File: config.mk
export PLATFORM = sky130hd
export DESIGN_NAME = fetch_queue
export DESIGN_NICKNAME = d
export VERILOG_FILES = /design/src/rtl/fetch_queue.sv
export SDC_FILE = /design/constraint.sdc
export NUM_CORES = 1
export LEC_CHECK = 0
export ABC_AREA = 1
export CAP_MARGIN = 20
export CORE_ASPECT_RATIO = 0.9
export CORE_MARGIN = 2
export CORE_UTILIZATION = 40
export DETAILED_ROUTE_END_ITERATION = 10
export HOLD_SLACK_MARGIN = 0.02
export PLACE_DENSITY = 0.71
export SLEW_MARGIN = 15
export SYNTH_ARGS = -nofsm -noshare
export SYNTH_HDL_FRONTEND = slang
export SYNTH_SLANG_ARGS = --single-unit
File: constraint.sdc
create_clock -name clock -period 2.5 [get_ports clock]
set_input_delay 0.5 -clock clock [delete_from_list [all_inputs] [get_ports clock]]
set_output_delay 0.5 -clock clock [all_outputs]
set_load 0.01 [all_outputs]
File: src/rtl/fetch_queue.sv
// fetch_queue: instruction prefetch queue between a fetch unit and decode.
// Issues word-aligned fetch requests, matches in-order memory responses to
// their addresses, and buffers them for decode. A redirect flushes the queue
// and marks every still-in-flight response for silent discard.
module fetch_queue #(
   parameter int unsigned     XLEN     = 32,
   parameter int unsigned     DEPTH    = 4,
   parameter logic [XLEN-1:0] RESET_PC = 32'h0100_0000
) (
   input  logic            clock,
   input  logic            reset,
   output logic            req_valid,
   input  logic            req_ready,
   output logic [XLEN-1:0] req_addr,
   input  logic            resp_valid,
   input  logic [XLEN-1:0] resp_data,
   input  logic            set_PC,
   input  logic [XLEN-1:0] new_PC,
   output logic            instr_valid,
   input  logic            instr_ready,
   output logic [XLEN-1:0] instr,
   output logic [XLEN-1:0] instr_pc
);

   localparam int unsigned PW = $clog2(DEPTH);
   localparam int unsigned CW = PW + 1;

   localparam logic [CW-1:0]   CNT_ZERO = {CW{1'b0}};
   localparam logic [CW-1:0]   CNT_ONE  = CW'(1'b1);
   localparam logic [CW-1:0]   DEPTH_C  = CW'(DEPTH);
   localparam logic [PW-1:0]   PTR_ZERO = {PW{1'b0}};
   localparam logic [PW-1:0]   PTR_ONE  = PW'(1'b1);
   localparam logic [XLEN-1:0] PC_STEP  = XLEN'(3'd4);
   localparam logic [XLEN-1:0] PC_ZERO  = {XLEN{1'b0}};

   // Force a redirect target onto a word boundary.
   function automatic logic [XLEN-1:0] align_word(input logic [XLEN-1:0] addr);
      return {addr[XLEN-1:2], 2'b00};
   endfunction

   // Architectural state
   logic [XLEN-1:0] fetch_pc_r;
   logic [XLEN-1:0] resp_pc_r;
   logic [XLEN-1:0] pc_mem_r    [DEPTH];
   logic [XLEN-1:0] instr_mem_r [DEPTH];
   logic [PW-1:0]   wr_ptr_r;
   logic [PW-1:0]   rd_ptr_r;
   logic [CW-1:0]   occ_r;
   logic [CW-1:0]   out_r;
   logic [CW-1:0]   disc_r;

   // Handshake and next-state terms
   logic [CW:0]     inflight_s;
   logic            room_s;
   logic            req_fire_s;
   logic            pop_s;
   logic            push_s;
   logic            resp_dec_s;
   logic            disc_drop_s;
   logic [CW-1:0]   occ_next_s;
   logic [CW-1:0]   out_next_s;
   logic [CW-1:0]   disc_next_s;

   // Handshakes: request gating by reserved space, pop, push and drop qualification.
   always_comb begin
      inflight_s  = {1'b0, occ_r} + {1'b0, out_r};
      room_s      = (inflight_s < {1'b0, DEPTH_C});
      // reset is folded in so the request line is low while the block is held in reset
      req_valid   = reset & ~set_PC & room_s;
      req_addr    = fetch_pc_r;
      req_fire_s  = req_valid & req_ready;
      instr_valid = (occ_r != CNT_ZERO);
      instr       = instr_mem_r[rd_ptr_r];
      instr_pc    = pc_mem_r[rd_ptr_r];
      pop_s       = instr_valid & instr_ready;
      // a response with nothing outstanding (stale after reset) must not underflow the count
      resp_dec_s  = resp_valid & (out_r != CNT_ZERO);
      disc_drop_s = resp_valid & (disc_r != CNT_ZERO);
      // space check keeps storage safe even if a stray response breaks the reservation
      push_s      = resp_valid & ~set_PC & (disc_r == CNT_ZERO) &
                    ((occ_r != DEPTH_C) | pop_s);
   end

   // Next values of the occupancy, outstanding and discard counters.
   always_comb begin
      occ_next_s  = occ_r;
      out_next_s  = out_r + CW'(req_fire_s) - CW'(resp_dec_s);
      disc_next_s = disc_r;
      if (set_PC) begin
         occ_next_s  = CNT_ZERO;
         // every response still in flight after this cycle belongs to the old path
         disc_next_s = out_r - CW'(resp_dec_s);
      end else begin
         occ_next_s = occ_r + CW'(push_s) - CW'(pop_s);
         if (disc_drop_s) begin
            disc_next_s = disc_r - CNT_ONE;
         end else begin
            disc_next_s = disc_r;
         end
      end
   end

   // Program counters, queue pointers and counters.
   always_ff @(posedge clock or negedge reset) begin
      if (!reset) begin
         fetch_pc_r <= RESET_PC;
         resp_pc_r  <= RESET_PC;
         wr_ptr_r   <= PTR_ZERO;
         rd_ptr_r   <= PTR_ZERO;
         occ_r      <= CNT_ZERO;
         out_r      <= CNT_ZERO;
         disc_r     <= CNT_ZERO;
      end else begin
         occ_r  <= occ_next_s;
         out_r  <= out_next_s;
         disc_r <= disc_next_s;
         if (set_PC) begin
            fetch_pc_r <= align_word(new_PC);
            resp_pc_r  <= align_word(new_PC);
            wr_ptr_r   <= PTR_ZERO;
            rd_ptr_r   <= PTR_ZERO;
         end else begin
            if (req_fire_s) begin
               fetch_pc_r <= fetch_pc_r + PC_STEP;
            end else begin
               fetch_pc_r <= fetch_pc_r;
            end
            if (push_s) begin
               resp_pc_r <= resp_pc_r + PC_STEP;
               wr_ptr_r  <= wr_ptr_r + PTR_ONE;
            end else begin
               resp_pc_r <= resp_pc_r;
               wr_ptr_r  <= wr_ptr_r;
            end
            if (pop_s) begin
               rd_ptr_r <= rd_ptr_r + PTR_ONE;
            end else begin
               rd_ptr_r <= rd_ptr_r;
            end
         end
      end
   end

   // Queue storage: each accepted response is written with the address it was fetched from.
   always_ff @(posedge clock or negedge reset) begin
      if (!reset) begin
         for (int i = 0; i < int'(DEPTH); i++) begin
            pc_mem_r[i]    <= PC_ZERO;
            instr_mem_r[i] <= PC_ZERO;
         end
      end else if (push_s) begin
         pc_mem_r[wr_ptr_r]    <= resp_pc_r;
         instr_mem_r[wr_ptr_r] <= resp_data;
      end else begin
         pc_mem_r[wr_ptr_r]    <= pc_mem_r[wr_ptr_r];
         instr_mem_r[wr_ptr_r] <= instr_mem_r[wr_ptr_r];
      end
   end

endmodule

# Word-level counts from Yosys, hierarchy flattened
# Cells that the tools add are included.
# totals
reg_bits,333
# op_classes
reduce_logical,9
bitwise_logic,13
muxes,31
order_cmp,4
addsub,11
n_eq_ne,1
# ops
operator,n
128-bit bitwise mux,4
32-bit two-way mux,13
32-bit binary-select mux with 2-bit select,4
128-bit two-way mux,2
"32-bit by 3-bit adder with 32-bit output, second input constant",2
32-bit demux with 2-bit select,1
1-bit bitwise AND,9
3-bit two-way mux,3
3-bit nonzero test,3
3-bit by 1-bit subtractor with 3-bit output,3
2-bit two-way mux,4
2-bit nonzero test,4
3-bit by 1-bit adder with 3-bit output,2
"3-bit >= comparator, second input constant",2
2-bit NOT with 3-bit output,2
"2-bit by 1-bit adder with 2-bit output, second input constant",2
3-bit by 3-bit adder with 4-bit output,1
"4-bit by 3-bit less-than comparator with 1-bit output, second input constant",1
3-bit logical NOT,1
"3-bit by 1-bit less-than comparator with 1-bit output, second input constant",1
"3-bit != test, second input constant",1
"3-bit by 1-bit subtractor with 3-bit output, second input constant",1
1-bit logical AND,1
1-bit NOT,1
1-bit bitwise OR,1

# Logic depth before layout (Yosys ltp)
# depth
word_depth,7
depth_mapped,14
mapped_depth_nobuf,12

# Least setup slack after synthesis
# Ideal clock, no wire load.
# synth_path
kind,input port to flip-flop
start,in set_PC
end,reg occ_r[2]
t_arrival_ps,2317
stages,12
slack_ps,51
path_buffers,3
cell_sequence,buf_4 > nor3_4 > nand2_2 > buf_4 > buf_2 > ha_1 > inv_1 > ha_1 > inv_1 > fa_1 > xor2_1 > nor2_1
# synth_between
elab_chain_len,7
# synth_lines
element,line,source
"start, declared",17,"input logic set_PC,"
1-bit NOT,80,push_s = resp_valid & ~set_PC & (disc_r == CNT_ZERO) &
1-bit bitwise AND (3 in series),80,
3-bit by 1-bit adder with 3-bit output,94,occ_next_s = occ_r + CW'(push_s) - CW'(pop_s);
3-bit by 1-bit subtractor with 3-bit output,94,
3-bit two-way mux (*),89,if (set_PC) begin
named net occ_next_s[2],60,logic [CW-1:0] occ_next_s;
"end signal, assigned",114,occ_r <= occ_next_s;
"end, declared",48,logic [CW-1:0] occ_r;
# Mark *: on every way through the listed nets, which the timed path passes. The rest lies on a longest branch.
# A chain may end at the register's enable or synchronous reset.

# Worst setup path in the final report
# layout_path
start,reg rd_ptr_r[0]
end,out instr[24]
# layout_between
elab_chain_len,4
# layout_lines
element,line,source
"start, declared",47,logic [PW-1:0] rd_ptr_r;
"start signal, assigned",136,rd_ptr_r <= rd_ptr_r + PTR_ONE;
"start signal, assigned",138,rd_ptr_r <= rd_ptr_r;
2-bit NOT with 3-bit output (implied by the code),73,instr = instr_mem_r[rd_ptr_r];
32-bit binary-select mux with 2-bit select,73,
32-bit two-way mux (implied by the code) (2 in series),73,
"end, declared",21,"output logic [XLEN-1:0] instr,"
# No other way between the ends. The select of a mux whose other input is x is not followed.

==> results.ini <==
[logic_synthesis]
synth_top_cell_area_share = 0.430
ys_seq_elements = 329
synthesis.area_um2 = 19000
yosysSeqAreaShare = 0.433
synthCells = 2688
syn_area_per_cell_um2 = 7.08
synth_area_leaders = dfrtp_1 43%, nand2_1 18%, o21ai_0 10%
ys_warn_count = 0
yosysUniqueCellTypes = 41
synth_area_leader_cell = dfrtp_1

[timing]
slew_violations = 0
setup_tns_ns = -0.0632
fin_crit_ns = 2.52
timing.final.crit_share = 1.01
tightest_slew_ns = 0.960
maxSlewHeadroom = 0.360
rsz0062_at_grt = yes
clock.fmax_mhz = 397
setup_viol = 6
clock_skew_ns = 0.0254
finalHoldViolations = 0
finalWorstSetupSlack_ns = -0.0202

[global_routing]
grtUsageMet3 = 0.0468
first_global_vias = 19100
met2_usage = 0.407
grt_start_max_net_pins = 127
antenna_found_initial = 0
met1_usage = 0.342
grtUsageTotal = 0.255
grt_first_pass_wirelength_um = 100000
gr-total-overflow = 0
top_usage_layer = met2

[cells_and_area]
drive_above_1_share = 0.130
final_util = 0.501
n_antenna_cell = 0
nets = 2940
area_growth_syn_to_layout_pct = 23.3
fill_cells = 4354

[critical_path]
critPathLaunchType = flop
critPathArrivalTime_ns = 2.02
crit_type = flop to primary output
cp.required_ns = 2.00
cp-end-kind = primary output
cp_slowest_cell = dfrtp_2
path_cells = inv_8 > buf_12 > buf_12 > buf_4 > a21oi_1 > o21ai_1 > o21ai_0 > buf_2
cpPeakStageDelay_ns = 0.45
cpLargestDelayFamily = buffers and inverters
worst-path-buf-inv = 5
crit_path_frequent_cell = buf_12
crit_fanout = 9

[die]
rows = 75
boundaryPins = 168
die_h_um = 211
die_x_um = 234
core_area_um2 = 46800
die_area_um2 = 49300
start_util = 0.406

[cts]
cts_sinks = 329
cts_buffers = 39
clock_latency_ns = 0.55
clockRootBuffer = clkbuf_16
clk_pin_slew_ns = 0.06
htreeDepth = 2
cts_tree = built
clock_path_buffers = 3

[placement]
gp_congestion = 0.875
hpwl_um = 36900
port_buffers = 163
post-place-ws_ns = -0.110

[power]
switching_share = 0.408
p_comb_frac = 0.445
p_seq_frac = 0.342
power_frac_clock = 0.214
ir_drop_uv = 480
switching_power_uw = 10600
p_leak_uw = 0.0114
p_int_uw = 15400
p_per_area_nw_per_um2 = 1110

[drt]
firstDrtPassIters = 7
drt_iter0_drc = 1977
drtAntennaViolNets = 0
remaining_drc_errors = 0
vias = 19500
via_per_inst = 5.59
avgRoutedWirePerCell_um = 18.0
wirelength_um = 63000

[run]
cap_violations = 0

[run_status]
status = complete, but fails checks
violations = setup timing

[min_path]
hold_class = flop to flop

[placed cells by master (no fill, tap or decap), types with 16 or more instances in the layout]
| cell type | netlist | layout |
|---|---|---|
| nand2_1 | 930 | 930 |
| dfrtp_1 | 327 | 323 |
| o21ai_0 | 386 | 302 |
| nor2_1 | 200 | 198 |
| inv_1 | 174 | 172 |
| a21oi_1 | 182 | 167 |
| o21ai_1 | 36 | 111 |
| clkdlybuf4s50_1 | 0 | 97 |
| buf_4 | 12 | 96 |
| nand3_1 | 80 | 80 |
| o21ai_2 | 60 | 68 |
| clkbuf_16 | 0 | 43 |
| buf_2 | 48 | 37 |
| buf_12 | 0 | 21 |
| o211ai_1 | 19 | 19 |
| xor2_1 | 17 | 17 |
| buf_16 | 0 | 16 |
[metal layers]
metal	vias up	routed length, um
met3	171	6060
met2	1040	28600
met5	-	0
li1	9046	-
met1	9279	26100
met4	0	2290
[worst register-to-register path: stages (launching register included)]
cell and delay, ns:
dfrtp_2 0.42, ha_1 0.30, nand3_1 0.07, nand2_1 0.06, nor2_2 0.13, buf_4 0.12
nand2_2 0.05, ha_1 0.29, inv_1 0.07, ha_1 0.14, inv_1 0.06, fa_1 0.40
xnor2_1 0.13
[repair_timing]
action                     CTS  global route
cloned                      17             2
hold buffers                 1             0
setup buffers               24             6
hold endpoints to repair    11             0
pin swaps                    8             7
setup endpoints to repair   65            58
gates resized for setup    342            56
[cell usage after synthesis, drive strengths merged]
master and number:
clkbuf 94, a31oi 6, nand3 84, conb 1
or2 2, o211ai 19, buf 78, dfstp 2
o21bai 4, inv 179, a21oi 182, xor2 17
nand3b 6, xnor2 8, clkinv 2, o22ai 13
fa 2, nand4 8, nor4 1, dfrtp 327
nor2 205, ha 16, nor3 13, and2 1
o21ai 482, o221ai 3, nand2 933
[registers in the layout, indices dropped and copies added, names as in the netlist]
| name | flops |
|---|---|
| instr_mem_r | 128 |
| pc_mem_r | 128 |
| req_addr | 30 |
| resp_pc_r | 30 |
| disc_r | 3 |
| occ_r | 3 |
| out_r | 3 |
| rd_ptr_r | 2 |
| wr_ptr_r | 2 |
[path summary, 6_finish.rpt]
kind                                     startpoint                   endpoint  slack, ns  cells past startpoint
setup / recovery            rd_ptr_r[0]$_DFFE_PN0P_                  instr[24]      -0.02                      8
hold / removal             pc_mem_r[53]$_DFFE_PN0P_   pc_mem_r[53]$_DFFE_PN0P_       0.49                      2
setup reg to reg                 occ_r[1]$_DFF_PN0_         out_r[2]$_DFF_PN0_       0.14                     12
hold reg to reg            pc_mem_r[53]$_DFFE_PN0P_   pc_mem_r[53]$_DFFE_PN0P_       0.49                      2
max in group asynchronous                     reset         out_r[1]$_DFF_PN0_       0.73                      4
min in group asynchronous                     reset  pc_mem_r[126]$_DFFE_PN0P_       0.52                      3
[area by class of cell]
type	count	area (um2)	share of cell area
Multi-Input combinational cell	2007	9430	0.402
Sequential cell	329	8240	0.351
Clock buffer	58	1150	0.0490
Tap cell	616	771	0.0329
Timing Repair Buffer	294	3090	0.132
Inverter	181	693	0.0296
Clock inverter	8	72.6	0.00309
[logic make-up after synthesis]
family,share of synthesized area
AO/OA/AOI/OAI,0.205
XOR/XNOR,0.0115
adder cells (fa/ha/maj),0.0126
buffers and inverters,0.0780
flip-flops,0.433
other,0.000197
AND/OR/NAND/NOR,0.260
[stage by stage]
| step | hold WS (ns) | instance area [um2] | total power [uW] | instances |
|---|---|---|---|---|
| 2_1_floorplan | 0.204 | 19000 | 14900 | 2689 |
| 3_3_place_gp | 0.463 | 21600 | 19300 | 3382 |
| 3_5_place_dp | 0.469 | 21600 | 19700 | 3382 |
| 4_1_cts | 0.487 | 23400 | 25800 | 3487 |
| 5_1_grt | 0.502 | 23500 | 27700 | 3493 |
| 6_report | 0.488 | 23500 | 26000 | 3493 |
[power by group through the flow]
| stage | clock, uW | sequential, uW | combinational, uW |
|---|---|---|---|
| 6_report | 5550 | 8880 | 11600 |
| 5_1_grt | 5860 | 9110 | 12800 |
| 4_1_cts | 5620 | 8810 | 11300 |
| 3_5_place_dp | 0 | 8860 | 10900 |
| 3_3_place_gp | 0 | 8740 | 10600 |
| 2_1_floorplan | 0 | 8450 | 6480 |
Power figures use the tool's default switching activity.
